### src/rtl/cipher_sched_pkg.sv
// Shared types for the cipher-bus scheduler: FSM states, requester tags and sizing helpers.
// Default sizes live here so the top and any wrappers agree on them.
package cipher_sched_pkg;

  localparam int DEF_NREQ      = 2;
  localparam int DEF_TAG_DEPTH = 4;
  localparam int DEF_DATA_W    = 128;

  typedef logic         ulogic1;
  typedef logic [127:0] ulogic128;

  typedef enum logic [1:0] {
    DISABLED = 2'd0,
    ARB      = 2'd1,
    ISSUE    = 2'd2,
    DRAIN    = 2'd3
  } sched_state_t;

  typedef logic [$clog2(DEF_NREQ)-1:0] tag_t;

  // Width of a counter that must hold 0..depth inclusive.
  function automatic int cnt_w(input int depth);
    return $clog2(depth + 1);
  endfunction

  // Width of a requester index; never narrower than one bit.
  function automatic int tag_w(input int nreq);
    return (nreq > 1) ? $clog2(nreq) : 1;
  endfunction

endpackage

### src/rtl/tag_fifo.sv
// In-order FIFO of requester tags; pop data is combinational from the head, updates take 1 cycle.
// Pushes while full and pops while empty are dropped; the caller gates both.
module tag_fifo
  import cipher_sched_pkg::*;
#(
  parameter int W     = 1,
  parameter int DEPTH = DEF_TAG_DEPTH,
  parameter int CNT_W = cnt_w(DEPTH)
) (
  input  logic             clk,
  input  logic             resetL,
  input  logic             push,
  input  logic [W-1:0]     push_dat,
  input  logic             pop,
  output logic [W-1:0]     pop_dat,
  output logic [CNT_W-1:0] count,
  output logic             full,
  output logic             empty
);

  localparam int PTR_W = $clog2(DEPTH);

  logic [W-1:0]     mem [DEPTH];
  logic [PTR_W-1:0] wr_ptr;
  logic [PTR_W-1:0] rd_ptr;
  ulogic1           do_push;
  ulogic1           do_pop;

  assign full    = (count == CNT_W'(DEPTH));
  assign empty   = (count == '0);
  assign do_push = push && !full;
  assign do_pop  = pop && !empty;
  assign pop_dat = mem[rd_ptr];

  // DEPTH is a power of two, so the pointers wrap by natural overflow.
  always_ff @(posedge clk or negedge resetL) begin
    if (!resetL) begin
      wr_ptr <= '0;
      rd_ptr <= '0;
      count  <= '0;
      for (int i = 0; i < DEPTH; i++) mem[i] <= '0;
    end else begin
      if (do_push) begin
        mem[wr_ptr] <= push_dat;
        wr_ptr      <= wr_ptr + 1'b1;
      end
      if (do_pop) rd_ptr <= rd_ptr + 1'b1;
      case ({do_push, do_pop})
        2'b10:   count <= count + 1'b1;
        2'b01:   count <= count - 1'b1;
        default: count <= count;
      endcase
    end
  end

endmodule

### src/rtl/cipher_bus_arbiter.sv
// Round-robin sharing of one AES core among NREQ requesters; accept edge -> start pulse next cycle, result -> response 1 cycle later.
// Grants only in ARB with core ready and a free tag slot; responses cannot be backpressured.
module cipher_bus_arbiter
  import cipher_sched_pkg::*;
#(
  parameter int NREQ      = DEF_NREQ,
  parameter int TAG_DEPTH = DEF_TAG_DEPTH,
  parameter int DATA_W    = DEF_DATA_W
) (
  input  logic                           clk,
  input  logic                           resetL,
  input  logic                           en,
  input  logic [NREQ-1:0]                req_valid,
  input  logic [NREQ-1:0]                req_ende,
  input  logic [NREQ*DATA_W-1:0]         req_data,
  output logic [NREQ-1:0]                req_ready,
  output logic [NREQ-1:0]                rsp_valid,
  output logic [DATA_W-1:0]              rsp_data,
  output logic                           i_enable,
  output logic                           i_ende,
  output logic [DATA_W-1:0]              i_data,
  output logic                           i_data_valid,
  input  logic                           o_ready,
  input  logic                           o_data_valid,
  input  logic [DATA_W-1:0]              o_data,
  output logic                           busy,
  output logic [$clog2(TAG_DEPTH+1)-1:0] inflight,
  output logic                           err_orphan
);

  localparam int TAG_W = tag_w(NREQ);
  localparam int CNT_W = cnt_w(TAG_DEPTH);

  sched_state_t     state;
  logic [TAG_W-1:0] rr_ptr;
  logic [TAG_W-1:0] cand;
  logic [TAG_W-1:0] grant_idx;
  logic [TAG_W-1:0] pop_tag;
  ulogic1           grant_any;
  ulogic1           grant;
  ulogic1           pop;
  ulogic1           fifo_full;
  ulogic1           fifo_empty;

  // First valid requester strictly after the last winner, wrapping.
  always_comb begin
    grant_any = 1'b0;
    grant_idx = '0;
    cand      = '0;
    for (int i = 1; i <= NREQ; i++) begin
      cand = TAG_W'((int'(rr_ptr) + i) % NREQ);
      if (!grant_any && req_valid[cand]) begin
        grant_any = 1'b1;
        grant_idx = cand;
      end
    end
  end

  assign grant        = (state == ARB) && en && o_ready && !fifo_full && grant_any;
  assign req_ready    = grant ? (NREQ'(1) << grant_idx) : '0;
  assign pop          = o_data_valid && !fifo_empty;
  assign i_enable     = (state != DISABLED);
  assign i_data_valid = (state == ISSUE);
  assign busy         = (state != DISABLED) || (inflight != '0);

  always_ff @(posedge clk or negedge resetL) begin
    if (!resetL) begin
      state  <= DISABLED;
      rr_ptr <= TAG_W'(NREQ - 1);
      i_data <= '0;
      i_ende <= 1'b0;
    end else begin
      case (state)
        DISABLED: if (en) state <= ARB;
        ARB: begin
          if (!en) begin
            state <= DRAIN;
          end else if (grant) begin
            i_data <= req_data[int'(grant_idx)*DATA_W +: DATA_W];
            i_ende <= req_ende[grant_idx];
            rr_ptr <= grant_idx;
            state  <= ISSUE;
          end
        end
        ISSUE: state <= en ? ARB : DRAIN;
        DRAIN: begin
          if (en) state <= ARB;
          else if (inflight == '0) state <= DISABLED;
        end
        default: state <= DISABLED;
      endcase
    end
  end

  // A result with no outstanding tag has no owner: flag it and drop it.
  always_ff @(posedge clk or negedge resetL) begin
    if (!resetL) begin
      rsp_valid  <= '0;
      rsp_data   <= '0;
      err_orphan <= 1'b0;
    end else begin
      rsp_valid <= '0;
      if (pop) begin
        rsp_valid <= NREQ'(1) << pop_tag;
        rsp_data  <= o_data;
      end else if (o_data_valid) begin
        err_orphan <= 1'b1;
      end
    end
  end

  tag_fifo #(
    .W     (TAG_W),
    .DEPTH (TAG_DEPTH),
    .CNT_W (CNT_W)
  ) u_tag_fifo (
    .clk      (clk),
    .resetL   (resetL),
    .push     (grant),
    .push_dat (grant_idx),
    .pop      (pop),
    .pop_dat  (pop_tag),
    .count    (inflight),
    .full     (fifo_full),
    .empty    (fifo_empty)
  );

endmodule

### config.mk
export PLATFORM = sky130hd
export DESIGN_NAME = cipher_bus_arbiter
export DESIGN_NICKNAME = d
export VERILOG_FILES = /design/src/rtl/cipher_sched_pkg.sv /design/src/rtl/tag_fifo.sv /design/src/rtl/cipher_bus_arbiter.sv
export SDC_FILE = /design/constraint.sdc
export NUM_CORES = 1
export LEC_CHECK = 0
export CORE_AREA = 3 3 259 261
export CTS_CLUSTER_DIAMETER = 30
export DETAILED_ROUTE_END_ITERATION = 6
export DIE_AREA = 0 0 262 264
export PLACE_DENSITY = 0.5
export SLEW_MARGIN = 0
export SYNTH_ARGS = -nofsm -noshare
export SYNTH_HDL_FRONTEND = slang
export SYNTH_SLANG_ARGS = --single-unit
export TNS_END_PERCENT = 30
### constraint.sdc
create_clock -name clk -period 3.8 [get_ports clk]
set_clock_uncertainty 0.1 [all_clocks]
set_input_delay 0.76 -clock clk [delete_from_list [all_inputs] [get_ports clk]]
set_output_delay 0.76 -clock clk [all_outputs]
set_load 0.01 [all_outputs]
# == Yosys cells after proc, flatten, opt, wreduce, memory -nomap -nowiden ==
# Index checks and enable logic that the tools add are counted.
# totals
register_bits,274
out_inout_bits,268
wordCells,88
# op_classes
addsub,6
n_lt_le_gt_ge,6
eq_ne,9
n_shift,3
n_mux,26
bitwise_logic,3
n_reduce_logical,21
# ops
op,n
$shiftx A256 B9 Y128,1
$mux W2,8
$mux W1,13
$logic_and A1 B1 Y1,9
$pmux W2 S4,1
$eq A2 B2 Y1 const B,3
$ge A3 B3 Y1 const B,2
$lt A1 B2 Y1 const B,3
$not A2 Y3,2
$pmux W3 S2,1
$reduce_and A3 Y1,2
$add A2 B1 Y2 const B,2
$bwmux W4,1
$eq A2 B1 Y1 const B,2
$reduce_bool A2 Y1,2
$shl A1 B1 Y2 const A,2
$add A3 B1 Y3 const B,1
$eq A3 B3 Y1 const B,1
$logic_not A1 Y1,3
$logic_not A3 Y1,1
$lt A3 B1 Y1 const B,1
$ne A3 B2 Y1 const B,1
$ne A3 B3 Y1 const B,1
$reduce_bool A3 Y1,1
other kinds (9),10

# == Longest topological paths before layout ==
# Gate-level depths: netlist (run 1).
# depth
ltp_word,11
mapped_depth,12
mapped_depth_nobuf,9

# == Hierarchy ==
# Synthesis (run 1) repeated with hierarchy kept, for this count alone.
# unflattened
hier_cells,773
area_unflattened_um2,11932.7
# by_module_without_submodules
module,instances,cells_each,area_each_um2
cipher_bus_arbiter,1,719,11327.1
tag_fifo,1,54,605.6

# == Least setup slack after synthesis (run 1) ==
# Ideal clock, no wire load.
# synth_path
path_kind,in2out
start,input port en
end,output port req_ready[0]
t_arrival_ns,1.985
setup_slack_ns,0.955
cell_stages,7
cell_sequence,buf_1 nand2_1 nor4_4 buf_4 buf_4 inv_1 nor2_1
# synth_between
elab_chain_len,5
# synth_lines
item,line,source
"start, declared",cipher_bus_arbiter.sv:12,"input logic en,"
$logic_and A1 B1 Y1 (4 in series),cipher_bus_arbiter.sv:59,assign grant = (state == ARB) && en && o_ready && !fifo_full && grant_any;
$mux W2,cipher_bus_arbiter.sv:60,assign req_ready = grant ? (NREQ'(1) << grant_idx) : '0;
"end, declared",cipher_bus_arbiter.sv:16,"output logic [NREQ-1:0] req_ready,"
# Every way passes these cells.

# == Final worst setup path (run 1) ==
# layout_path
start,input port req_valid[0]
end,output port req_ready[0]
# layout_between
elab_chain_len,8
word_cells_on_any_way,13
classes_between,1 x shift; 9 x mux; 3 x reduce/logical
# layout_lines
item,line,source
"start, declared",cipher_bus_arbiter.sv:13,"input logic [NREQ-1:0] req_valid,"
$mux W1 (not written as such) (2 in series),cipher_bus_arbiter.sv:52,if (!grant_any && req_valid[cand]) begin
$mux W1,cipher_bus_arbiter.sv:52,
$logic_not A1 Y1,cipher_bus_arbiter.sv:52,
$logic_and A1 B1 Y1,cipher_bus_arbiter.sv:52,
$mux W1,cipher_bus_arbiter.sv:52,
$shl A1 B1 Y2 or $logic_and A1 B1 Y1 (tied branches),"cipher_bus_arbiter.sv:60, cipher_bus_arbiter.sv:59",
$mux W2 *,cipher_bus_arbiter.sv:60,
# Mark *: on every way between the ends. The rest lies on a longest branch, timed or not. The select of a mux whose other input is x is not followed.

==> results of run 1 <==
-- final timing paths --
check                                     to  slack, ns  cells after the start
worst max-delay path            req_ready[0]       0.21                      7
worst min-delay path             i_data[100]       0.07                      1
worst max register to register    i_data[43]       1.25                      5
worst min register to register    err_orphan       0.36                      1
max in group asynchronous       rsp_data[10]       2.58                      2
min in group clk                  err_orphan       0.36                      1
-- worst max-delay path: cells and delay by family --
kind / cells / cell delay, ns
buffers and inverters: 4 / 1.43
and+or+nand+nor: 2 / 0.40
AOI/OAI and AO/OA: 1 / 0.14
-- through the flow --
step / total power (µW) / setup slack [ns] / util (%) / instances
2_1_floorplan: 7160 / 0.955 / - / 764
3_3_place_gp: 10700 / 0.0348 / 30.3 / 2251
3_5_place_dp: 10800 / 0.0823 / 30.3 / 2251
4_1_cts: 17700 / 0.0622 / 34.6 / 2400
5_1_grt: 18200 / 0.0641 / 34.6 / 2401
6_report: 17300 / 0.214 / 34.6 / 2401
-- placed cells by master, fill, tap and decap left out, types with 8 or more instances in the layout --
master	netlist	routed
mux2_1	27	27
clkbuf_16	0	85
dfrtp_1	273	273
clkdlybuf4s50_1	0	659
buf_4	6	11
buf_12	0	8
clkbuf_1	20	20
clkinv_2	0	13
clkbuf_8	0	21
mux2_2	365	365
-- power groups by stage --
stage / Sequential (µW) / Clock, µW / Combinational (µW)
2_1_floorplan: 5320 / 0 / 1850
3_3_place_gp: 4820 / 0 / 5890
3_5_place_dp: 4860 / 0 / 5920
4_1_cts: 4850 / 6880 / 5950
5_1_grt: 5000 / 7040 / 6180
6_report: 4820 / 6670 / 5800
-- sequential cells by signal, indices dropped and copies added, names as in the netlist --
register and count:
i_data 128, rsp_data 128, u_tag_fifo.mem 4, u_tag_fifo.count 3, rsp_valid 2, state 2
u_tag_fifo.rd_ptr 2, u_tag_fifo.wr_ptr 2, err_orphan 1, i_ende 1, rr_ptr 1
-- logic make-up after synthesis --
logic type	Yosys count	share of synthesized area (%)
DFF	274	57.6
muxes	394	37.4
AOI/OAI and AO/OA	8	0.515
buffers and inverters	54	2.07
and+or+nand+nor	22	1.26
xor gates and xnor gates	6	0.442
adders and majority gates	6	0.694
-- per-layer routing --
metal	track usage, %	routed length (µm)	vias up
met3	5.25	4910	75
met1	12.2	15300	4555
met5	0	0	-
met4	4.95	1180	0
li1	-	-	4211
met2	22.5	23000	451
-- area by class of cell --
cell class	count	area, µm²	area share, %
clock buffers	126	2490	11.1
flip-flops and latches	274	6860	30.6
diodes	1	2.50	0.0112
well taps	855	1070	4.78
repair buffers	679	6850	30.6
inverters	7	26.3	0.117
clock inverters	23	289	1.29
multi-input cells	436	4810	21.5
==> results.yml, run 1 <==
setup_path:
  worstSetupPathType: "primary input to output pin"
  cp_common_cell: "clkdlybuf4s50_1"
  max_stage_delay_ns: 0.56
  path_cells: "clkdlybuf4s50_1, o21ai_1, buf_4, nor4_4, inv_1, nor2_1, clkdlybuf4s50_1"
  reg2reg_from: "u_tag_fifo.count[2]"
  crit_path_end_kind: "output pin"
  required_ns: 2.94
  cp_max_fo: 3
  cpMaxStageDelayCell: "clkdlybuf4s50_1"
  cp-startpoint: "req_valid[0]"
  start_kind: "primary input"
  cp_data_arrival_time_ns: 2.73
placed_design:
  place_area_um2: 19600
  dp_hpwl_mm: 33.1
  place_congestion: 0.751
  io_buffers: 660
global_routing:
  grt_start_max_net_pins: 133
  grt_overflow: 0
  antenna_found_initial: 1
  grt_pass1_wl_mm: 64.8
  grt_pass1_vias: 10500
  globalRouteTotalUtil_pct: 12.3
clocking:
  cts_setup_buffers: 0
  clock_path_buffers: 3
  root_buffer: "clkbuf_16"
  cts_sinks: 274
  htree_levels: 3
  cts_buffers: 85
  ctsHoldBuffers: 0
  cts_resized: 0
  cts_tree: "yes"
  clk_pin_slew_ns: 0.04
  insertion_delay_ns: 0.58
pwr:
  ir_worst_vdd_mv: 0.433
  combinationalPowerShare_pct: 33.6
  power.switching_uw: 4810
  cellLeakagePower_uw: 0.00900
  p_int_uw: 12500
  pwr-share-clk_pct: 38.6
  power_frac_seq_pct: 27.9
  switching_share_pct: 27.8
  power_density_nw_per_um2: 772
yosys:
  synth_common_cells: "mux2_2, dfrtp_1, mux2_1, clkbuf_1, buf_2"
  ys_async_sr_fraction_pct: 100
  ys_seq_elements: 274
  synth_nets: 1163
  synth.most_common_cell: "mux2_2"
  synthFlopType: "dfrtp_1"
  yosysWarnings: 0
  synth_area_leaders: "dfrtp_1, mux2_2, mux2_1"
  yosysSeqAreaShare_pct: 57.6
  synth_largest_area_cell: "dfrtp_1"
  synth_cells: 764
  synth_top_area_share_pct: 57.4
  synth_area_um2: 11900
  syn_avg_cell_area_um2: 15.6
  synth.distinct_cells: 30
  synth-edff-count: 0
sta:
  clock.fmax_mhz: 279
  tns_ns: 0
  timing.final.hold_violations: 0
  period_minus_slack_ns: 3.59
  hold_slack_ns: 0.0729
  fin_crit_sh_pct: 94.4
  worstMarginPinSlew_ns: 0.839
  setup-violations-final: 0
  drv_slew: 0
  rsz0062_at_grt: "false"
  relSlewSlack_pct: 44.1
floorplan:
  start_util_pct: 18.4
  die_h_um: 264
  die_w_um: 262
  boundaryPins: 661
  rows: 93
  core_area_um2: 64700
  dieArea_um2: 69200
final_layout:
  fin_area_um2: 22400
  finalNetCount: 1882
  drive_above_1_share_pct: 33.7
  final.fill_count: 6382
  area_growth_pct: 88.2
job:
  drv_cap: 0
run_status:
  run_status: "completed"
detailed_routing:
  antenna_left: 0
  wl_mm: 44.4
  avgRoutedWirePerCell_um: 18.5
  drc: 0
  via_per_inst: 3.87
  vias: 9292
  dr.pass1.iters: 4
  drtIter0Drc: 236
worst_hold_path:
  min_path_type: "primary input to asynchronous set/reset pin"
(Power assumes the default switching activity.)
==> run 2, diff against run 1 <==
--- a/config.mk
+++ b/config.mk
@@ -9,7 +9,7 @@
 export CTS_CLUSTER_DIAMETER = 30
 export DETAILED_ROUTE_END_ITERATION = 6
 export DIE_AREA = 0 0 262 264
-export PLACE_DENSITY = 0.5
+export PLACE_DENSITY_LB_ADDON = 0.05
 export SLEW_MARGIN = 0
 export SYNTH_ARGS = -nofsm -noshare
 export SYNTH_HDL_FRONTEND = slang
==> results.yml, run 2 (synthesized netlist as in run 1, its figures left out) <==
detailed_routing:
  avgRoutedWirePerCell_um: 20.8
  antenna_left: 0
  drc: 0
  drtIter0Drc: 152
  wl_mm: 50.8
  vias: 9346
  via_per_inst: 3.83
  dr.pass1.iters: 4
setup_path:
  worstSetupPathType: "primary input to output pin"
  cp_max_fo: 3
  r2r_setup_slack_ns: 1.14
  cpMaxStageDelayCell: "clkdlybuf4s50_1"
  start_kind: "primary input"
  cp_data_arrival_time_ns: 2.85
  required_ns: 2.94
  cp-startpoint: "req_valid[0]"
  path_cells: "clkdlybuf4s50_1, o21ai_1, nor4_4, buf_4, and2_1, clkdlybuf4s50_1"
  cp_common_cell: "clkdlybuf4s50_1"
  max_stage_delay_ns: 0.59
  reg2reg_from: "u_tag_fifo.count[2]"
  crit_path_end_kind: "output pin"
final_layout:
  multi_input_area_um2: 4810
  stdcell_count: 2440
  postLayoutCoreUtil_pct: 35.6
  drive_above_1_share_pct: 35.1
  seq_area_um2: 6860
  finalNetCount: 1895
  largestRegisters: "i_data: 128 flops, rsp_data: 128 flops, u_tag_fifo.mem: 4 flops"
  area_growth_pct: 93.4
  most-common-layout-cells: "clkdlybuf4s50_1, mux2_2, dfrtp_1, clkbuf_16, clkinv_2"
  layout_commonest_cell: "clkdlybuf4s50_1"
  final.fill_count: 6352
placed_design:
  io_buffers: 660
  dp.cells: 2247
  place_congestion: 0.742
  dp_hpwl_mm: 37.9
global_routing:
  grt_start_max_net_pins: 133
  grt_pass1_wl_mm: 71.8
  top_usage_layer: "met2"
  globalRouteTotalUtil_pct: 14.2
  grt_use_met1_pct: 14.3
  grtUsageMet2_pct: 24.8
  antenna_found_initial: 10
  gr-usage-met3_pct: 7.40
  grt_overflow: 0
  grt_pass1_vias: 10400
pwr:
  power.total_uw: 18800
  cellLeakagePower_uw: 0.00932
  ir_worst_vdd_mv: 0.368
  power_density_nw_per_um2: 818
job:
  drv_cap: 0
sta:
  setup-violations-final: 0
  worstMarginPinSlew_ns: 0.986
  rsz0062_at_grt: "false"
  tns_ns: 0
  fin_crit_sh_pct: 97.5
  hold_slack_ns: -0.00112
  relSlewSlack_pct: 34.2
  period_minus_slack_ns: 3.71
  drv_slew: 0
  clock.fmax_mhz: 270
  timing.final.hold_violations: 3
worst_hold_path:
  min_path_type: "primary input to asynchronous set/reset pin"
clocking:
  ctsHoldBuffers: 0
  cts_sinks: 274
  cts_setup_buffers: 0
  cts_buffers: 102
  htree_levels: 3
  root_buffer: "clkbuf_16"
  clk_pin_slew_ns: 0.04
  cts_tree: "yes"
  clock_path_buffers: 3
  cts_resized: 0
  insertion_delay_ns: 0.62
floorplan:
  core_area_um2: 64700
  die_h_um: 264
  die_w_um: 262
  start_util_pct: 18.4
  rows: 93
  dieArea_um2: 69200
  boundaryPins: 661
run_status:
  run_status: "complete, but fails checks"
  violations: "negative hold slack"
[run 2: cell types whose count changed in the layout (fill, tap and decap cells not counted), moves of 2 or more]
cell | previous run | this run
clkinv_2 | 13 | 28
clkinv_16 | 1 | 3
diode_2 | 1 | 6
buf_12 | 8 | 6
buf_4 | 11 | 9
bufinv_16 | 4 | 6
clkbuf_16 | 85 | 102
clkbuf_8 | 21 | 26
[run 2: stage by stage]
stage	instance area [µm²]	setup slack (ns)
2_1_floorplan	11900	0.955
3_3_place_gp	19600	0.0691
3_5_place_dp	19600	0.0889
4_1_cts	23000	0.0693
5_1_grt	23000	0.00593
6_report	23000	0.0947
[run 2: power breakdown]
part / total, µW / switching (µW) / internal, µW
registers: 4780 / 635 / 4150
clock network: 8050 / 2280 / 5770
logic: 5990 / 2400 / 3600
total: 18800 / 5310 / 13500
[run 2: final timing paths]
check | to | cells after the start
max in group asynchronous | i_data[55] | 2
worst max-delay path | req_ready[1] | 6
worst min register to register | err_orphan | 1
worst min-delay path | i_data[91] | 1
worst max register to register | i_data[43] | 5
min in group clk | err_orphan | 1
[run 2: area by class of cell]
cell class              count  area share, %
repair buffers            675           29.5
diodes                      6         0.0652
clock buffers             147           13.0
well taps                 855           4.65
inverters                   7          0.114
multi-input cells         436           20.9
clock inverters            40           2.00
flip-flops and latches    274           29.8
[run 2: worst max-delay path: cells and delay by family]
kind	cells	cell delay (ns)
AND/OR/NAND/NOR	2	0.53
AO/OA/AOI/OAI	1	0.25
buffers and inverters	3	1.30
[run 2: layer usage]
layer | share of wire, % | vias to the layer above
met2 | 51 | 429
li1 | - | 4270
met4 | 2.3 | 8
met5 | 0.11 | -
met3 | 12 | 80
met1 | 35 | 4559
==> run 3, diff against run 2 <==
--- a/config.mk
+++ b/config.mk
@@ -7,8 +7,10 @@
 export LEC_CHECK = 0
 export CORE_AREA = 3 3 259 261
 export CTS_CLUSTER_DIAMETER = 30
+export CTS_CLUSTER_SIZE = 28
 export DETAILED_ROUTE_END_ITERATION = 6
 export DIE_AREA = 0 0 262 264
+export GPL_ROUTABILITY_DRIVEN = 0
 export PLACE_DENSITY_LB_ADDON = 0.05
 export SLEW_MARGIN = 0
 export SYNTH_ARGS = -nofsm -noshare
==> results of run 3 <==
Final layout, timing and power as in run 2 (identical DEF).
